`src/rtl/pc_seq_pkg.sv`:
```
// Shared constants for the fetch-stage sequencer: npc opcodes, FSM encoding
// and the default reset PC.
package pc_seq_pkg;

  localparam logic [1:0] NPCOP_PLUS4  = 2'b00;
  localparam logic [1:0] NPCOP_BRANCH = 2'b01;
  localparam logic [1:0] NPCOP_ABS    = 2'b10;

  localparam logic [1:0] S_IDLE  = 2'd0;
  localparam logic [1:0] S_FETCH = 2'd1;
  localparam logic [1:0] S_HOLD  = 2'd2;

  localparam logic [31:0] RESET_PC_DEFAULT = 32'h0000_3000;

endpackage

```
`src/rtl/pc_seq_npc.sv`:
```
// Next-PC datapath: sequential pc+4, PC-relative branch target, or absolute
// address, selected by npcop.
module signext (
  input  logic [15:0] imm,
  output logic [31:0] ext
);
  assign ext = {{16{imm[15]}}, imm};
endmodule

module npc
  import pc_seq_pkg::*;
(
  input  logic [31:0] pc,
  input  logic [31:0] pcplus,
  input  logic [15:0] offset,
  input  logic [31:0] absaddress,
  input  logic [1:0]  npcop,
  output logic [31:0] next_pc,
  output logic [31:0] pc4
);
  logic [31:0] offset_ext;
  logic [31:0] br_tgt;

  signext u_signext (
    .imm (offset),
    .ext (offset_ext)
  );

  assign pc4    = pc + 32'd4;
  assign br_tgt = pcplus + {offset_ext[29:0], 2'b00};

  always_comb begin
    next_pc = pc4;
    case (npcop)
      NPCOP_BRANCH: next_pc = br_tgt;
      NPCOP_ABS:    next_pc = absaddress;
      default:      next_pc = pc4;
    endcase
  end
endmodule

```
`src/rtl/pc_seq.sv`:
```
// Fetch-stage sequencer: owns the PC, runs the imem req/ack handshake and
// applies D-stage redirects with delay-slot semantics.
module pc_seq
  import pc_seq_pkg::*;
#(
  parameter logic [31:0] RESET_PC = RESET_PC_DEFAULT
) (
  input  logic        clk,
  input  logic        rst,
  input  logic        stall_i,
  input  logic        dec_valid_i,
  input  logic        br_i,
  input  logic        br_taken_i,
  input  logic        j_i,
  input  logic        jr_i,
  input  logic [31:0] pcplusD_i,
  input  logic [15:0] offset_i,
  input  logic [25:0] jidx_i,
  input  logic [31:0] rs_i,
  input  logic        imem_ack_i,
  output logic        imem_req_o,
  output logic [31:0] imem_addr_o,
  output logic [31:0] pc_o,
  output logic [31:0] pcplus_o,
  output logic        if_valid_o
);
  logic [1:0]  state;
  logic [31:0] pc;
  logic        pend_v;
  logic [31:0] pend_tgt;
  logic        redir;
  logic        accept;
  logic [1:0]  npcop;
  logic [31:0] absaddress;
  logic [31:0] next_pc;
  logic [31:0] pc4;
  logic [31:0] j_tgt;

  assign redir  = dec_valid_i & ~stall_i & (jr_i | j_i | (br_i & br_taken_i));
  assign j_tgt  = {pcplusD_i[31:28], jidx_i, 2'b00};
  // An ack seen while reset is asserted must not be accepted into IF/ID.
  assign accept = rst & (state == S_FETCH) & imem_ack_i & ~stall_i;

  always_comb begin
    npcop      = NPCOP_PLUS4;
    absaddress = '0;
    if (pend_v) begin
      npcop      = NPCOP_ABS;
      absaddress = pend_tgt;
    end else if (redir && jr_i) begin
      npcop      = NPCOP_ABS;
      absaddress = rs_i;
    end else if (redir && j_i) begin
      npcop      = NPCOP_ABS;
      absaddress = j_tgt;
    end else if (redir) begin
      npcop = NPCOP_BRANCH;
    end
  end

  npc u_npc (
    .pc         (pc),
    .pcplus     (pcplusD_i),
    .offset     (offset_i),
    .absaddress (absaddress),
    .npcop      (npcop),
    .next_pc    (next_pc),
    .pc4        (pc4)
  );

  always_ff @(posedge clk) begin
    if (!rst) begin
      state    <= S_IDLE;
      pc       <= RESET_PC;
      pend_v   <= 1'b0;
      pend_tgt <= '0;
    end else begin
      case (state)
        S_IDLE:  state <= S_FETCH;
        S_FETCH: begin
          if (imem_ack_i) begin
            if (stall_i) state <= S_HOLD;
            else         pc    <= next_pc;
          end
        end
        S_HOLD:  if (!stall_i) state <= S_FETCH;
        default: state <= S_IDLE;
      endcase
      // With no accepting ack this cycle, next_pc already holds the resolved
      // redirect target, so it is parked until the delay-slot fetch completes.
      if (accept) begin
        pend_v <= 1'b0;
      end else if (redir && !pend_v) begin
        pend_v   <= 1'b1;
        pend_tgt <= next_pc;
      end
    end
  end

  assign imem_req_o  = (state == S_FETCH);
  assign imem_addr_o = pc;
  assign pc_o        = pc;
  assign pcplus_o    = pc4;
  assign if_valid_o  = accept;
endmodule

```
`config.mk`:
```
export PLATFORM = sky130hd
export DESIGN_NAME = pc_seq
export DESIGN_NICKNAME = d
export VERILOG_FILES = /design/src/rtl/pc_seq_pkg.sv /design/src/rtl/pc_seq_npc.sv /design/src/rtl/pc_seq.sv
export SDC_FILE = /design/constraint.sdc
export NUM_CORES = 1
export LEC_CHECK = 0
export ABC_AREA = 1
export CAP_MARGIN = 40
export CORE_MARGIN = 2
export CORE_UTILIZATION = 48
export DETAILED_ROUTE_END_ITERATION = 7
export PLACE_DENSITY = 0.82
export SYNTH_ARGS = -nofsm -noshare
export SYNTH_HDL_FRONTEND = slang
export SYNTH_SLANG_ARGS = --single-unit
export TNS_END_PERCENT = 10
```
`constraint.sdc`:
```
create_clock -name clk -period 3.8 [get_ports clk]
set_input_delay 0.76 -clock clk [delete_from_list [all_inputs] [get_ports clk]]
set_output_delay 0.76 -clock clk [all_outputs]
set_load 0.01 [all_outputs]
```
* Word-level counts from Yosys, hierarchy flattened
Index checks and enable logic that the tools add are counted.
** Storage, ports and cells
- Flip-flop bits (word level) :: 67
- Output and inout port bits :: 98
- Word-level logic and storage cells :: 45
** Cells by class
- Add/subtract/negate cells :: 2
- Eq/ne operators :: 7
- Mux-type cells :: 12
- Bitwise gates (word level) :: 11
- Reductions and logical operators :: 9
** Operator list (number)
- $mux W32 :: 3
- $pmux W32 S2 :: 1
- $add A32 B3 Y32 const B :: 1
- $add A32 B32 Y32 :: 1
- $mux W2 :: 6
- $and A1 B1 Y1 :: 6
- $ne A2 B2 Y1 const B :: 3
- $pmux W2 S3 :: 1
- $reduce_and A3 Y1 :: 2
- $eq A2 B1 Y1 const B :: 2
- $eq A2 B2 Y1 const B :: 2
- $logic_and A1 B1 Y1 :: 3
- $not A1 Y1 :: 3
- $logic_not A2 Y1 :: 1
- $or A1 B1 Y1 :: 2
- $reduce_and A2 Y1 :: 1
- $reduce_or A2 Y1 :: 1
- $logic_not A1 Y1 :: 1
- $mux W1 :: 1

* Longest topological paths before layout
- Depth after elaboration :: 9
- Gate-level depth with buffers :: 15
- Gate-level depth less buffers :: 15

* Cells and area by module
Synthesis repeated with hierarchy kept, for this count alone.
** Second synthesis, totals
- Cell total of the unflattened synthesis :: 1367
- Area total of the unflattened synthesis :: 7663.6 µm²
** By module, submodules not included
- pc_seq :: instances 1, cells an instance 605, area an instance 3781.1 µm², sequential area each 1341.3 µm²
- npc :: instances 1, cells an instance 730, area an instance 3642.2 µm², sequential area each 0.0 µm²
- signext :: instances 1, cells an instance 32, area an instance 240.2 µm², sequential area each 0.0 µm²

* Worst setup path after synthesis
No wires, ideal clock.
- Kind :: input -> register
- Start :: input port j_i
- End :: register pc[5] (netlist: imem_addr_o[5])
- Arrival :: 2.868 ns
- Required time :: 3.664 ns
- Path slack :: 0.796 ns
- Stages :: 15
- Path buffers :: 4
- Path through :: nor2_1 nand2_1 nand2_1 nor2_2 buf_4 nor3_1 inv_1 ha_1 clkbuf_1 inv_1 clkbuf_1 clkbuf_1 nand3_1 o21ai_0 o22ai_1
** On the way
- Cells in the longest elaborated chain, start to end :: 9
- Elaborated cells between the ends (all ways) :: 15
- Classes of those cells :: 2 x eq/ne; 8 x mux; 3 x bitwise; 2 x reduce/logical
** Ends and longest elaborated chain
- start, declared :: RTL line pc_seq.sv:14 : input logic j_i,
- $or A1 B1 Y1 (2 in a row) :: RTL line pc_seq.sv:39 : assign redir = dec_valid_i & ~stall_i & (jr_i | j_i | (br_i & br_taken_i));
- $and A1 B1 Y1 :: RTL line pc_seq.sv:39
- $mux W1 / $logic_and A1 B1 Y1 (equally long branches) :: RTL line pc_seq.sv:56, pc_seq.sv:53
- $mux W2 :: RTL line pc_seq.sv:53 : end else if (redir && j_i) begin
- $mux W2 :: RTL line pc_seq.sv:50 : end else if (redir && jr_i) begin
- $mux W2 :: RTL line pc_seq.sv:47 : if (pend_v) begin
- $eq A2 B2 Y1 / $eq A2 B1 Y1 (equally long branches) :: RTL line pc_seq_npc.sv:34 : case (npcop)
- $pmux W32 S2 * :: RTL line pc_seq_npc.sv:34
- end signal, assigned :: RTL line pc_seq.sv:83 : else pc <= next_pc;
- end, declared :: RTL line pc_seq.sv:28 : logic [31:0] pc;
Mark *: on every way between the ends. The rest lies on a longest branch, timed or not.
A chain may end at the register's enable or synchronous reset.

* Worst setup path in the final report
- Start :: register pc[2] (netlist: imem_addr_o[2])
- End :: output port pcplus_o[22]
** On the way
- Cells in the longest elaborated chain, start to end :: 1
** Ends and longest elaborated chain
- $add A32 B3 Y32 :: RTL line pc_seq_npc.sv:29 : assign pc4 = pc + 32'd4;
- end, declared :: RTL line pc_seq.sv:24 : output logic [31:0] pcplus_o,
Every way passes these cells.

==> impl_metrics.toml <==
[sta]
hold_slack_ns = 0.523
rsz0062_at_grt = "no"
fin_crit_sh_pct = 94.2
worst_clock_skew_ns = 0.00769
worstMarginPinSlew_ns = 0.735
finalSetupViolCount = 0
tns_ns = 0
fmax_mhz = 279
hold_viol = 0
period_needed_ns = 3.58
drv_slew = 0
slew-limit-headroom_pct = 50.8

[power_and_ir_drop]
netSwitchingFraction_pct = 32.7
p_leak_uw = 0.00423
switching_power_uw = 861
ir_worst_vdd_mv = 0.309
power_frac_seq_pct = 29.6
p_comb_share_pct = 33.2
p_int_uw = 1770
p_clk_share_pct = 37.2
power.density_nw_per_um2 = 286

[cts]
cts_tree = "done"
htree_levels = 3
clkTransAtPathRegs_ns = 0.06
cts_sinks = 67
clockBufferDepth = 2
insertion_delay_ns = 0.34
hold_buffers = 0
cts_root_buf = "clkbuf_16"
cts_setup_buffers = 0
cts_buffers = 9
cts_resized = 0

[cells_and_area]
final_nets = 1505
final_layout_size_suffix_gt1_share_pct = 4.92
diodes = 0
final_util_pct = 66.5
final_common_cell = "nand2_1"
syn_to_final_growth_pct = 35.6
final_cell_mix = "360 x nand2_1, 212 x clkdlybuf4s50_1, 139 x nand3_1"

[synth]
syn-cell-area_um2 = 6780
netlist_instances = 1194
ys_warn_count = 0
synth-seq-cells = 67
synth_edf_count = 0
syn-num-nets = 1342
ys.flop_type = "dfxtp_1"
ys_async_sr_fraction_pct = 0
synth.avg_cell_area_um2 = 5.68
synth_cell_type_count = 40
ys_seq_area_share_pct = 19.8

[critical_path]
slowest_stage = "clkdlybuf4s50_1"
required_ns = 3.04
cp_data_arrival_time_ns = 2.82
path_cells = "ha_1 -> nand3_1 -> inv_2 -> nand2_2 -> nor3_4 -> nand4_1 -> nor2_1 -> nand2_1 -> nand2_1 -> clkdlybuf4s50_1"
startpoint_type = "flip-flop"
cp_slowest_stage_delay_ns = 0.55
cp_max_fo = 5
criticalPathCategory = "reg -> out"
cp_common_cell = "nand2_1"
worstSetupEndpointType = "primary output"

[floorplanning]
die_w_um = 123
fp.dieH_um = 123
die_area_um2 = 15100
core-area_um2 = 13800
start_util_pct = 49.1
num_io_pins = 213
row_count = 43

[global_routing]
grt_pass1_wl_mm = 38.5
track_usage_pct = 32.6
grt_pass1_vias = 7722
grt-ovfl-total = 0
antenna_found_initial = 0
grt_max_degree = 65

[routing]
drc = 0
dr.pass1.iters = 7
detail-route-antenna-nets = 0
num_vias = 8446
drtIter0Drc = 814
viasPerCell = 5.48
wl_mm = 25.1
wl_per_cell_um = 16.3

[placement]
post-dp-hpwl_mm = 19.8
place_congestion = 0.937
portBuffers = 212

[run]
cap_violations = 0

[status]
status = "completed"

[hold_path]
holdCritPathClass = "reg -> reg"
[state kept, by name (all words and copies together) (netlist names)]
register,cells
imem_addr_o,32
pend_tgt,32
state,2
pend_v,1
[area by class of cell]
type | instances | area [µm²]
Clock buffer | 10 | 239
Clock inverter | 6 | 113
Fill cell | 1344 | 4630
Inverter | 138 | 518
Multi-Input combinational cell | 912 | 4500
Sequential cell | 67 | 1340
Tap cell | 180 | 225
Timing Repair Buffer | 229 | 2260
[synthesized netlist by cell type (4+ instances only)]
cell type	n	area share [%]
nand2_1	360	20
nand3_1	139	10
inv_1	128	7.1
nor2_1	98	5.4
a21oi_1	77	5.7
o21ai_0	73	5.4
dfxtp_1	67	20
buf_4	37	4.1
clkbuf_1	32	1.8
ha_1	32	5.9
nor3_1	16	1.2
o21ai_1	16	1.2
nand4_1	15	1.4
o211ai_1	12	1.3
xor2_1	11	1.4
inv_2	9	0.50
or2_2	9	0.83
a21boi_0	8	0.89
buf_1	6	0.33
o22ai_1	6	0.55
or2_1	6	0.55
nor2_2	5	0.46
nor3_2	5	0.74
xnor2_1	4	0.52
[final timing paths]
kind                                              startpoint                           end  slack (ns)  cells past startpoint
worst max register to register   imem_addr_o[2]$_SDFFE_PN0P_     pend_tgt[22]$_SDFFE_PN0P_        1.49                     10
worst min register to register  imem_addr_o[30]$_SDFFE_PN0P_  imem_addr_o[30]$_SDFFE_PN0P_        0.52                      2
worst max-delay path             imem_addr_o[2]$_SDFFE_PN0P_                  pcplus_o[22]        0.22                     10
worst min-delay path            imem_addr_o[30]$_SDFFE_PN0P_  imem_addr_o[30]$_SDFFE_PN0P_        0.52                      2
[power groups by stage]
stage,Sequential [µW],Clock [µW],Combinational (µW)
2_1_floorplan,783,0,511
3_3_place_gp,790,0,847
3_5_place_dp,790,0,858
4_1_cts,776,980,864
5_1_grt,781,1010,968
6_report,778,979,872
[layer usage]
layer | wire length, µm | vias up | GRT usage [%]
met5 | 0 | - | 0
met4 | 847 | 0 | 11.5
met3 | 1870 | 64 | 5.81
met2 | 12000 | 381 | 56.3
met1 | 10500 | 3816 | 40.6
li1 | - | 4185 | -
[critical path, delay by kind of cell (launching register included)]
family                   cells  cell delay (ns)
adder cells (fa/ha/maj)      1             0.28
buffers and inverters        2             0.67
flip-flops                   1             0.45
AND/OR/NAND/NOR              7             1.07
[cells by family (layout without fill, tap and decap cells)]
group,Yosys count,after routing,share of synthesized area (%)
xor+xnor,15,15,1.94
fa+ha+maj,33,33,6.20
buf+inv,215,383,14.0
compound gates,199,199,15.8
flops,67,67,19.8
simple gates,665,665,42.3
[metrics by stage]
| stage | cell area [µm²] | power, µW | setup WS [ns] | cells |
|---|---|---|---|---|
| 4_1_cts | 9200 | 2620 | 0.236 | 1542 |
| 3_3_place_gp | 8850 | 1640 | 0.489 | 1526 |
| 2_1_floorplan | 6780 | 1290 | 0.796 | 1194 |
| 3_5_place_dp | 8850 | 1650 | 0.423 | 1526 |
| 6_report | 9200 | 2630 | 0.220 | 1542 |
| 5_1_grt | 9200 | 2760 | 0.00511 | 1542 |
Power figures use the tool's default switching activity.
